$ cat src/rtl/maxpool_2x2_pkg.sv
// Shared types and helpers for the 2x2 stride-2 max-pool stage.
// State encoding, read-beat count and signed int8 max.
package maxpool_pkg;

  typedef enum logic [2:0] {
    IDLE,
    RD,
    MAX,
    WR,
    FIN
  } mp_state_e;

  localparam int RD_BEATS = 4;

  function automatic logic [7:0] smax8(
    input logic [7:0] a,
    input logic [7:0] b
  );
    return ($signed(b) > $signed(a)) ? b : a;
  endfunction

endpackage

$ cat src/rtl/maxpool_2x2_if.sv
// Control and SRAM bus bundle of the max-pool stage.
// master = pooling engine, slave = controller plus both SRAMs.
interface maxpool_2x2_if #(
  parameter int ADDR_W = 32,
  parameter int DATA_W = 32,
  parameter int ROW_W  = 6,
  parameter int CH_W   = 9
);

  logic              start;
  logic [ROW_W-1:0]  num_row;
  logic [CH_W-1:0]   num_ch;
  logic              busy;
  logic              finish;
  logic              in_cs;
  logic [ADDR_W-1:0] in_addr;
  logic [DATA_W-1:0] in_rdata;
  logic              out_cs;
  logic              out_we;
  logic [ADDR_W-1:0] out_addr;
  logic [DATA_W-1:0] out_wdata;

  modport master (
    input  start,
    input  num_row,
    input  num_ch,
    input  in_rdata,
    output busy,
    output finish,
    output in_cs,
    output in_addr,
    output out_cs,
    output out_we,
    output out_addr,
    output out_wdata
  );

  modport slave (
    output start,
    output num_row,
    output num_ch,
    output in_rdata,
    input  busy,
    input  finish,
    input  in_cs,
    input  in_addr,
    input  out_cs,
    input  out_we,
    input  out_addr,
    input  out_wdata
  );

endinterface

$ cat src/rtl/maxpool_2x2_addr_gen.sv
// Channel / pooled-row / pooled-column walker for the max-pool stage.
// Addresses reflect the post-advance position so WR can preload the next read.
module maxpool_addr_gen #(
  parameter int ADDR_W = 32,
  parameter int ROW_W  = 6,
  parameter int CH_W   = 9
) (
  input  logic              clk,
  input  logic              rst,
  input  logic              i_clr,
  input  logic              i_adv,
  input  logic [ROW_W-1:0]  i_row,
  input  logic [ROW_W-1:0]  i_side,
  input  logic [CH_W-1:0]   i_num_ch,
  output logic [ADDR_W-1:0] o_in_base,
  output logic [ADDR_W-1:0] o_out_addr,
  output logic              o_last
);

  import maxpool_pkg::*;

  logic [CH_W-1:0]   r_ch;
  logic [ROW_W-1:0]  r_orow;
  logic [ROW_W-1:0]  r_ocol;
  logic [CH_W-1:0]   w_ch_n;
  logic [ROW_W-1:0]  w_orow_n;
  logic [ROW_W-1:0]  w_ocol_n;
  logic              w_col_wrap;
  logic              w_row_wrap;
  logic [ADDR_W-1:0] w_r;
  logic [ADDR_W-1:0] w_p;

  assign w_col_wrap = (r_ocol == i_side - ROW_W'(1));
  assign w_row_wrap = (r_orow == i_side - ROW_W'(1));
  assign o_last = w_col_wrap && w_row_wrap &&
                  (r_ch == i_num_ch - CH_W'(1));

  always_comb begin
    w_ch_n   = r_ch;
    w_orow_n = r_orow;
    w_ocol_n = r_ocol;
    if (i_clr) begin
      w_ch_n   = '0;
      w_orow_n = '0;
      w_ocol_n = '0;
    end else if (i_adv) begin
      if (w_col_wrap) begin
        w_ocol_n = '0;
        if (w_row_wrap) begin
          w_orow_n = '0;
          w_ch_n   = r_ch + CH_W'(1);
        end else begin
          w_orow_n = r_orow + ROW_W'(1);
        end
      end else begin
        w_ocol_n = r_ocol + ROW_W'(1);
      end
    end
  end

  always_ff @(posedge clk or posedge rst) begin
    if (rst) begin
      r_ch   <= '0;
      r_orow <= '0;
      r_ocol <= '0;
    end else begin
      r_ch   <= w_ch_n;
      r_orow <= w_orow_n;
      r_ocol <= w_ocol_n;
    end
  end

  assign w_r = ADDR_W'(i_row);
  assign w_p = ADDR_W'(i_side);

  assign o_in_base = ADDR_W'(w_ch_n) * w_r * w_r
                   + ((ADDR_W'(w_orow_n) * w_r) << 1)
                   + (ADDR_W'(w_ocol_n) << 1);

  assign o_out_addr = ADDR_W'(w_ch_n) * w_p * w_p
                    + ADDR_W'(w_orow_n) * w_p
                    + ADDR_W'(w_ocol_n);

endmodule

$ cat src/rtl/maxpool_2x2.sv
// 2x2 stride-2 int8 max pooling over a CHW map, SRAM to SRAM.
// Six cycles per pooled pixel: four reads, one reduce, one write.
module maxpool_2x2 #(
  parameter int ADDR_W = 32,
  parameter int DATA_W = 32,
  parameter int ROW_W  = 6,
  parameter int CH_W   = 9
) (
  input  logic         clk,
  input  logic         rst,
  maxpool_2x2_if.master bus
);

  import maxpool_pkg::*;

  mp_state_e         r_state;
  logic [1:0]        r_cnt;
  logic [ROW_W-1:0]  r_row;
  logic [ROW_W-1:0]  r_side;
  logic [CH_W-1:0]   r_nch;
  logic [7:0]        r_max;
  logic              r_busy;
  logic              r_finish;
  logic              r_in_cs;
  logic [ADDR_W-1:0] r_in_addr;
  logic              r_out_cs;
  logic              r_out_we;
  logic [ADDR_W-1:0] r_out_addr;
  logic [DATA_W-1:0] r_out_wdata;

  logic [ADDR_W-1:0] w_in_base;
  logic [ADDR_W-1:0] w_out_addr;
  logic              w_last;
  logic              w_adv;
  logic              w_clr;
  logic [7:0]        w_px;
  logic              w_unused_rdata;

  assign w_adv = (r_state == WR);
  assign w_clr = (r_state == FIN);
  assign w_px  = bus.in_rdata[7:0];
  assign w_unused_rdata = ^bus.in_rdata[DATA_W-1:8];

  // Offsets of the 2x2 window: 0, 1, R, R+1.
  function automatic logic [ADDR_W-1:0] rd_off(
    input logic [1:0]       c,
    input logic [ROW_W-1:0] r
  );
    return (c[1] ? ADDR_W'(r) : '0) + ADDR_W'(c[0]);
  endfunction

  maxpool_addr_gen #(
    .ADDR_W (ADDR_W),
    .ROW_W  (ROW_W),
    .CH_W   (CH_W)
  ) u_addr_gen (
    .clk        (clk),
    .rst        (rst),
    .i_clr      (w_clr),
    .i_adv      (w_adv),
    .i_row      (r_row),
    .i_side     (r_side),
    .i_num_ch   (r_nch),
    .o_in_base  (w_in_base),
    .o_out_addr (w_out_addr),
    .o_last     (w_last)
  );

  always_ff @(posedge clk or posedge rst) begin
    if (rst) begin
      r_state     <= IDLE;
      r_cnt       <= '0;
      r_row       <= '0;
      r_side      <= '0;
      r_nch       <= '0;
      r_max       <= '0;
      r_busy      <= 1'b0;
      r_finish    <= 1'b0;
      r_in_cs     <= 1'b0;
      r_in_addr   <= '0;
      r_out_cs    <= 1'b0;
      r_out_we    <= 1'b0;
      r_out_addr  <= '0;
      r_out_wdata <= '0;
    end else begin
      r_finish <= 1'b0;
      unique case (r_state)
        IDLE: begin
          if (bus.start) begin
            r_row  <= bus.num_row;
            r_side <= bus.num_row >> 1;
            r_nch  <= bus.num_ch;
            r_busy <= 1'b1;
            r_cnt  <= '0;
            if (bus.num_row < ROW_W'(2) ||
                bus.num_ch == '0) begin
              r_state  <= FIN;
              r_finish <= 1'b1;
            end else begin
              r_state   <= RD;
              r_in_cs   <= 1'b1;
              r_in_addr <= '0;
            end
          end
        end
        RD: begin
          // Data of beat k arrives during beat k+1.
          if (r_cnt == 2'd1) begin
            r_max <= w_px;
          end else if (r_cnt != 2'd0) begin
            r_max <= smax8(r_max, w_px);
          end
          if (r_cnt == 2'(RD_BEATS - 1)) begin
            r_state   <= MAX;
            r_cnt     <= '0;
            r_in_cs   <= 1'b0;
            r_in_addr <= '0;
          end else begin
            r_cnt     <= r_cnt + 2'd1;
            r_in_addr <= w_in_base +
                         rd_off(r_cnt + 2'd1, r_row);
          end
        end
        MAX: begin
          r_out_wdata <= {{(DATA_W-8){1'b0}},
                          smax8(r_max, w_px)};
          r_out_addr  <= w_out_addr;
          r_out_cs    <= 1'b1;
          r_out_we    <= 1'b1;
          r_state     <= WR;
        end
        WR: begin
          r_out_cs <= 1'b0;
          r_out_we <= 1'b0;
          if (w_last) begin
            r_state  <= FIN;
            r_finish <= 1'b1;
          end else begin
            r_state   <= RD;
            r_in_cs   <= 1'b1;
            r_in_addr <= w_in_base;
          end
        end
        FIN: begin
          r_busy  <= 1'b0;
          r_cnt   <= '0;
          r_state <= IDLE;
        end
      endcase
    end
  end

  assign bus.busy      = r_busy;
  assign bus.finish    = r_finish;
  assign bus.in_cs     = r_in_cs;
  assign bus.in_addr   = r_in_addr;
  assign bus.out_cs    = r_out_cs;
  assign bus.out_we    = r_out_we;
  assign bus.out_addr  = r_out_addr;
  assign bus.out_wdata = r_out_wdata;

endmodule

$ cat src/flat_wrapper.sv
// flat-port wrapper written by rule: the top's interface ports become plain ports
module maxpool_2x2_flat import maxpool_pkg::*;
#(
  parameter int ADDR_W = 32,
  parameter int DATA_W = 32,
  parameter int ROW_W  = 6,
  parameter int CH_W   = 9
)
  (clk, rst, bus_start, bus_num_row, bus_num_ch, bus_in_rdata, bus_busy, bus_finish, bus_in_cs, bus_in_addr, bus_out_cs, bus_out_we, bus_out_addr, bus_out_wdata);
  maxpool_2x2_if #(.ADDR_W(ADDR_W), .DATA_W(DATA_W), .ROW_W(ROW_W), .CH_W(CH_W)) bus_i ();
  input  logic clk;
  input  logic rst;
  input wire logic [$bits(bus_i.start)-1:0] bus_start;
  input wire logic [$bits(bus_i.num_row)-1:0] bus_num_row;
  input wire logic [$bits(bus_i.num_ch)-1:0] bus_num_ch;
  input wire logic [$bits(bus_i.in_rdata)-1:0] bus_in_rdata;
  output wire logic [$bits(bus_i.busy)-1:0] bus_busy;
  output wire logic [$bits(bus_i.finish)-1:0] bus_finish;
  output wire logic [$bits(bus_i.in_cs)-1:0] bus_in_cs;
  output wire logic [$bits(bus_i.in_addr)-1:0] bus_in_addr;
  output wire logic [$bits(bus_i.out_cs)-1:0] bus_out_cs;
  output wire logic [$bits(bus_i.out_we)-1:0] bus_out_we;
  output wire logic [$bits(bus_i.out_addr)-1:0] bus_out_addr;
  output wire logic [$bits(bus_i.out_wdata)-1:0] bus_out_wdata;
  assign bus_i.start = bus_start;
  assign bus_i.num_row = bus_num_row;
  assign bus_i.num_ch = bus_num_ch;
  assign bus_i.in_rdata = bus_in_rdata;
  assign bus_busy = bus_i.busy;
  assign bus_finish = bus_i.finish;
  assign bus_in_cs = bus_i.in_cs;
  assign bus_in_addr = bus_i.in_addr;
  assign bus_out_cs = bus_i.out_cs;
  assign bus_out_we = bus_i.out_we;
  assign bus_out_addr = bus_i.out_addr;
  assign bus_out_wdata = bus_i.out_wdata;
  maxpool_2x2 #(.ADDR_W(ADDR_W), .DATA_W(DATA_W), .ROW_W(ROW_W), .CH_W(CH_W)) u_core (.clk(clk), .rst(rst), .bus(bus_i));
endmodule
$ cat config.mk
export PLATFORM = sky130hd
export DESIGN_NAME = maxpool_2x2_flat
export DESIGN_NICKNAME = d
export VERILOG_FILES = /design/src/rtl/maxpool_2x2_pkg.sv /design/src/rtl/maxpool_2x2_if.sv /design/src/rtl/maxpool_2x2_addr_gen.sv /design/src/rtl/maxpool_2x2.sv /design/src/flat_wrapper.sv
export SDC_FILE = /design/constraint.sdc
export NUM_CORES = 1
export LEC_CHECK = 0
export ABC_AREA = 1
export BUFFER_PORTS_ARGS = -buffer_cell sky130_fd_sc_hd__buf_4
export CORE_MARGIN = 8
export CORE_UTILIZATION = 50
export CTS_BUF_LIST = sky130_fd_sc_hd__clkbuf_8
export DETAILED_ROUTE_END_ITERATION = 10
export PLACE_DENSITY = 0.71
export SLEW_MARGIN = 0
export SYNTH_ARGS = -nofsm -noshare
export SYNTH_HDL_FRONTEND = slang
export SYNTH_HIERARCHICAL = 1
export SYNTH_SLANG_ARGS = --single-unit
$ cat constraint.sdc
create_clock -name clk -period 9.8 [get_ports clk]
set_input_delay 0.98 -clock clk [delete_from_list [all_inputs] [get_ports clk]]
set_output_delay 0.98 -clock clk [all_outputs]
set_load 0.02 [all_outputs]
==> results of run 1 <==
==> per-layer routing <==
| metal | wire length (µm) | track usage |
|---|---|---|
| met1 | 25200 | 0.304 |
| met2 | 27000 | 0.367 |
| met3 | 3270 | 0.0295 |
| met4 | 1520 | 0.0684 |
| met5 | 0 | 0 |
==> worst max path at each step <==
stage,cells after the start,from,endpoint
final,56,u_core/r_row[2],u_core/bus.in_addr[20]
after global routing,57,u_core/r_row[2],u_core/bus.in_addr[21]
after CTS,54,u_core/r_row[2],u_core/bus.in_addr[22]
after detailed placement,51,u_core/r_row[2],u_core/bus.in_addr[22]
after global placement,49,u_core/r_row[2],u_core/bus.in_addr[22]
after floorplan,62,u_core/r_row[1],u_core/bus.in_addr[20]
==> synth_stat cells, drive strengths merged, types with 3 or more instances <==
cell type / number / area share
nor4: 6 / 0.0018
a21oi: 108 / 0.026
nand4: 46 / 0.014
o2111ai: 6 / 0.0025
inv: 582 / 0.10
nor2: 306 / 0.060
ha: 213 / 0.13
xor2: 62 / 0.026
nand2: 805 / 0.15
a21o: 5 / 0.0018
or2: 13 / 0.0039
o31ai: 5 / 0.0018
clkbuf: 40 / 0.0071
o21bai: 5 / 0.0018
o211ai: 3 / 0.0011
nand3b: 8 / 0.0030
fa: 230 / 0.22
dfrtp: 125 / 0.15
nor3: 29 / 0.0076
clkinv: 3 / 0.00053
buf: 73 / 0.026
o21ai: 69 / 0.016
nand3: 137 / 0.038
xnor2: 25 / 0.010
==> cell families after synthesis <==
| family | after synthesis | share of synthesized area |
|---|---|---|
| adder cells (fa/ha/maj) | 443 | 0.345 |
| flip-flops | 125 | 0.148 |
| XOR/XNOR | 87 | 0.0362 |
| AO/OA/AOI/OAI | 215 | 0.0559 |
| other | 2 | 0.000356 |
| AND/OR/NAND/NOR | 1354 | 0.276 |
| buffers and inverters | 698 | 0.138 |
==> registers in the layout, summed over array words and instances, names as in the netlist, 2 cells and up <==
signal,count
u_core/bus.in_addr,32
u_core/u_addr_gen/r_ch,9
u_core/u_addr_gen/r_ocol,6
u_core/r_max,8
u_core/r_cnt,2
u_core/u_addr_gen/r_orow,6
u_core/bus.out_wdata,8
u_core/r_state,3
u_core/r_row,6
u_core/bus.out_addr,32
u_core/r_nch,9
==> cells in the final DEF, fill, tap and decap left out, types with 10 or more instances in the layout <==
cell / n
a21oi_1: 83
a21oi_2: 17
buf_4: 334
buf_6: 13
clkbuf_8: 17
conb_1: 44
dfrtp_1: 124
fa_1: 229
ha_1: 184
ha_4: 28
inv_1: 536
inv_2: 40
nand2_1: 733
nand2_2: 58
nand2_4: 14
nand3_1: 106
nand3_2: 21
nand3_4: 10
nand4_1: 45
nor2_1: 219
nor2_2: 56
nor2_4: 29
nor3_1: 19
o21ai_0: 35
o21ai_1: 17
o21ai_2: 14
or2_2: 11
xnor2_1: 16
xor2_1: 50
xor2_2: 10
==> per-stage QoR <==
step	setup TNS (ps)	cell area, µm²	util	setup slack (ps)
after floorplan	0	21400	-	8.65
after global placement	-1720	23600	0.566	-206
after detailed placement	-3580	23600	0.566	-365
after CTS	-51.6	24400	0.585	-26.3
after global routing	-5610	25800	0.618	-612
final	-3.81	25800	0.618	-3.81
==> critical path, delay by kind of cell, from the launching register on <==
family                     cells  cell delay, ps
AOI/OAI and AO/OA              4             710
xor gates and xnor gates       3             580
adders and majority gates     11            4360
buffers and inverters         10             890
DFF                            1             460
and+or+nand+nor               28            2690
==> area by class of cell <==
class	count	share of cell area
Inverter	585	0.0858
Clock buffer	17	0.00906
Sequential cell	125	0.121
Clock inverter	15	0.00693
Tap cell	539	0.0261
Timing Repair Buffer	350	0.105
Multi-Input combinational cell	2144	0.646
==> what timing repair did <==
action	CTS	global route
pin swaps	29	145
gates resized for setup	79	262
gates cloned	1	0
endpoints found under the hold margin	0	0
endpoints found under the setup margin	14	29
setup buffers	10	42
hold buffers	0	0
==> flow_metrics.tcl, run 1 <==
set metrics [dict create \
    outcome "finished with violations" \
    violations "negative setup slack" \
    nets 3716 \
    timing.rr.start "u_core/r_row[2]" \
    antenna_found_initial 0 \
    skew_ps 16.6 \
    wire_per_inst_um 15.1 \
    drive_gt1_frac 0.231 \
    syn_area_per_cell_um2 7.21 \
    syn-instance-count 2924 \
    drcViolationCount 0 \
    grt_pass1_wl_mm 92.2 \
    multiInputGateArea_um2 16700 \
    syn_to_final_growth_pct 22.5 \
    cpMaxStageDelayCell "fa_1" \
    min_from "u_core/bus.in_addr[5]" \
    cts_tree "done" \
    clkLatencyLatePin_ps 480 \
    start_kind "register" \
    r2r_end "u_core/bus.in_addr[20]" \
    synth_ff_type "dfrtp_1" \
    cts-root-buf "clkbuf_8" \
    first_global_vias 19100 \
    numCtsBuffers 17 \
    finalWirelength_mm 57.0 \
    achievable-frequency_ghz 0.102 \
    vias 19600 \
    first_pass_iters 6 \
    die_y_um 221 \
    h-tree-depth 4 \
    period_minus_slack_ps 9800 \
    ys_seq_elements 125 \
    antenna_left 0 \
    clk_pin_slew_ps 80 \
    dp.cells 3691 \
    ys_seq_area_frac 0.148 \
    criticalPathCategory "register to register" \
    maxCapViolCount 0 \
    crit_path_end_kind "register" \
    cp.arrival_ps 10170 \
    place_congestion 0.920 \
    reg2regPathDepth 56 \
    syn-cell-area_um2 21100 \
    post-route-period-util 1.00 \
    whs_endpoint "u_core/bus.in_addr[5]" \
    dieArea_um2 49000 \
    hold_ws_ps 481 \
    ys_warn_count 6 \
    setup_slack_ps -3.81 \
    grt_use_total 0.223 \
    async_flop_share 1.00 \
    required_ps 10170 \
    synth_cell_types 56 \
    synth-edff-count 0 \
    regArea_um2 3130 \
    hold_depth 2 \
    design.core.area_um2 41800 \
    antenna_cells 0 \
    drt-initial-drc-count 1219 \
    cpPeakStageDelay_ps 520 \
    min_path_type "register to register" \
    crit_top_cell "nand2_1" \
    crit_fanout 6 \
    ios 151 \
    final-hold-violation-count 0 \
    final_cells 3775 \
    die_x_um 221 \
    slew_viol_final 0 \
    rows 75 \
    worst_pin_slew_ps 943 \
    gr-total-overflow 0 \
    setup_viol 1 \
    vias_per_cell 5.18 \
    timing.slew.headroom 0.372 \
    rsz0062_at_grt "true" \
    final.fill_count 3562 \
    cts.sinks 125 \
    clock_path_buffers 2 \
    io_buffer_count 102 \
    rrSetupSlack_ps -4 \
    grt_max_degree 72 \
    hpwl_mm 43.9 \
    start_util 0.505 \
]
Power of run 1 is not shown: default switching activity piles up to over one toggle a cycle in this logic, so the estimate is an artifact.
==> inputs of run 2 (changes only) <==
GPL_TIMING_DRIVEN = 0   (was not set)
REMOVE_ABC_BUFFERS = 1   (was not set)
==> run 2 against run 1 <==
Effect of this change: the flow still finishes with violations (negative setup slack); critical path depth increased by 1; clock skew is 12 ps higher; first-iteration DRC count increased by 23%; clock-buffer cell count up 2; wire length rose by 5.3%; core utilization fell by 0.64 points; register-to-register slack lost 610 ps; final area down 1.0%; hold slack worse by 5.3 ps; global-route usage is 1.1 points higher; highest routed layer is now met5.
==> flow_metrics.tcl, run 2 (synthesis gave the netlist of run 1 again) <==
set metrics [dict create \
    h-tree-depth 4 \
    timing.slew.headroom 0.174 \
    ctsHoldBuffers 0 \
    multiInputGateArea_um2 17100 \
    final_cell_mix "nand2_1, inv_1, fa_1, nor2_1, buf_4" \
    crit_path_end_kind "register" \
    drive_gt1_frac 0.220 \
    crit_end "u_core/bus.in_addr[21]" \
    grt_max_degree 57 \
    first_pass_iters 6 \
    crit_top_cell "fa_1" \
    post-route-period-util 1.06 \
    cpMaxStageDelayCell "dfrtp_4" \
    drt-initial-drc-count 1494 \
    final-hold-violation-count 0 \
    grt_pass1_wl_mm 94.9 \
    criticalPathCategory "register to register" \
    period_minus_slack_ps 10410 \
    cts-root-buf "clkbuf_8" \
    clock_path_buffers 2 \
    worst_pin_slew_ps 1230 \
    ios 151 \
    r2r_end "u_core/bus.in_addr[21]" \
    setup_slack_ps -611 \
    cts.sinks 125 \
    gr-total-overflow 0 \
    start_kind "register" \
    skew_ps 28.1 \
    wire_per_inst_um 16.4 \
    rows 75 \
    die_y_um 221 \
    cpPeakStageDelay_ps 580 \
    clkLatencyLatePin_ps 550 \
    achievable-frequency_ghz 0.0961 \
    tns_ps -4920 \
    crit_fanout 6 \
    regArea_um2 3150 \
    crit_start "u_core/r_row[1]" \
    hpwl_mm 40.5 \
    design.core.area_um2 41800 \
    drcViolationCount 0 \
    rrSetupSlack_ps -610 \
    cts_tree "done" \
    setup_viol 14 \
    first_global_vias 19500 \
    slew_viol_final 0 \
    vias_per_cell 5.34 \
    nets 3603 \
    place_congestion 0.913 \
    timing.rr.start "u_core/r_row[1]" \
    finalWirelength_mm 60.0 \
    start_util 0.505 \
    cp.arrival_ps 10880 \
    violations "negative setup slack" \
    maxCapViolCount 0 \
    reg2regPathDepth 57 \
    final_common_cell "nand2_1" \
    antenna_left 0 \
    syn_to_final_growth_pct 21.2 \
    clk_pin_slew_ps 90 \
    final.fill_count 3576 \
    antenna_cells 0 \
    antenna_found_initial 0 \
    min_path_type "register to register" \
    dieArea_um2 49000 \
    rsz0062_at_grt "true" \
    numCtsBuffers 17 \
    outcome "finished with violations" \
    vias 19600 \
    required_ps 10270 \
    io_buffer_count 102 \
    die_x_um 221 \
    grt_use_total 0.235 \
]
run 2: layout make-up:
type	instances	area share
clock buffer	19	0.0102
timing repair buffer	237	0.0757
multi-input combinational	2143	0.669
inverter	585	0.0890
tap	539	0.0264
clock inverter	11	0.00661
timing repair inverter	1	0.000343
sequential	125	0.123
run 2: critical path: cells and delay by family, from the launching register on:
family          cells  cell delay (ps)
buf+inv            12             1200
simple gates       27             2940
flops               1              580
compound gates      4              530
fa+ha+maj          11             4380
xor+xnor            3              650
run 2: what timing repair did:
action | CTS | global route
pin swaps | 133 | 116
buffers inserted | 100 | 34
cloned | 1 | 0
setup endpoints to repair | 38 | 29
resized for setup | 261 | 214
run 2: routing by layer:
metal | global-route usage | wire length, µm | vias up
met5 | 0 | 69 | -
met4 | 0.0936 | 1910 | 2
met3 | 0.0558 | 4810 | 135
met2 | 0.374 | 28100 | 733
met1 | 0.306 | 25200 | 9464
li1 | - | - | 9218
run 2: how the worst min path moves through the flow:
stage,startpoint,endpoint,depth (start not counted)
6_report,u_core/bus.in_addr[2],u_core/bus.in_addr[2],2
5_1_grt,u_core/bus.in_addr[2],u_core/bus.in_addr[2],2
4_1_cts,u_core/bus.in_addr[2],u_core/bus.in_addr[2],2
3_5_place_dp,u_core/bus.in_addr[2],u_core/bus.in_addr[2],2
3_3_place_gp,u_core/bus.in_addr[5],u_core/bus.in_addr[5],2
2_1_floorplan,u_core/r_nch[6],u_core/r_nch[6],2
run 2: stage by stage:
step / cells / hold WS, ps / utilization / instance area [µm²] / setup WS (ps)
floorplan: 2853 / 457 / - / 20500 / -1190
global placement: 3494 / 456 / 0.526 / 22000 / -4160
detailed placement: 3495 / 464 / 0.527 / 22000 / -4230
CTS: 3626 / 483 / 0.584 / 24400 / -155
global route: 3660 / 493 / 0.612 / 25500 / -1030
finish: 3660 / 476 / 0.612 / 25500 / -611
Power of run 2 is left out for the same reason.
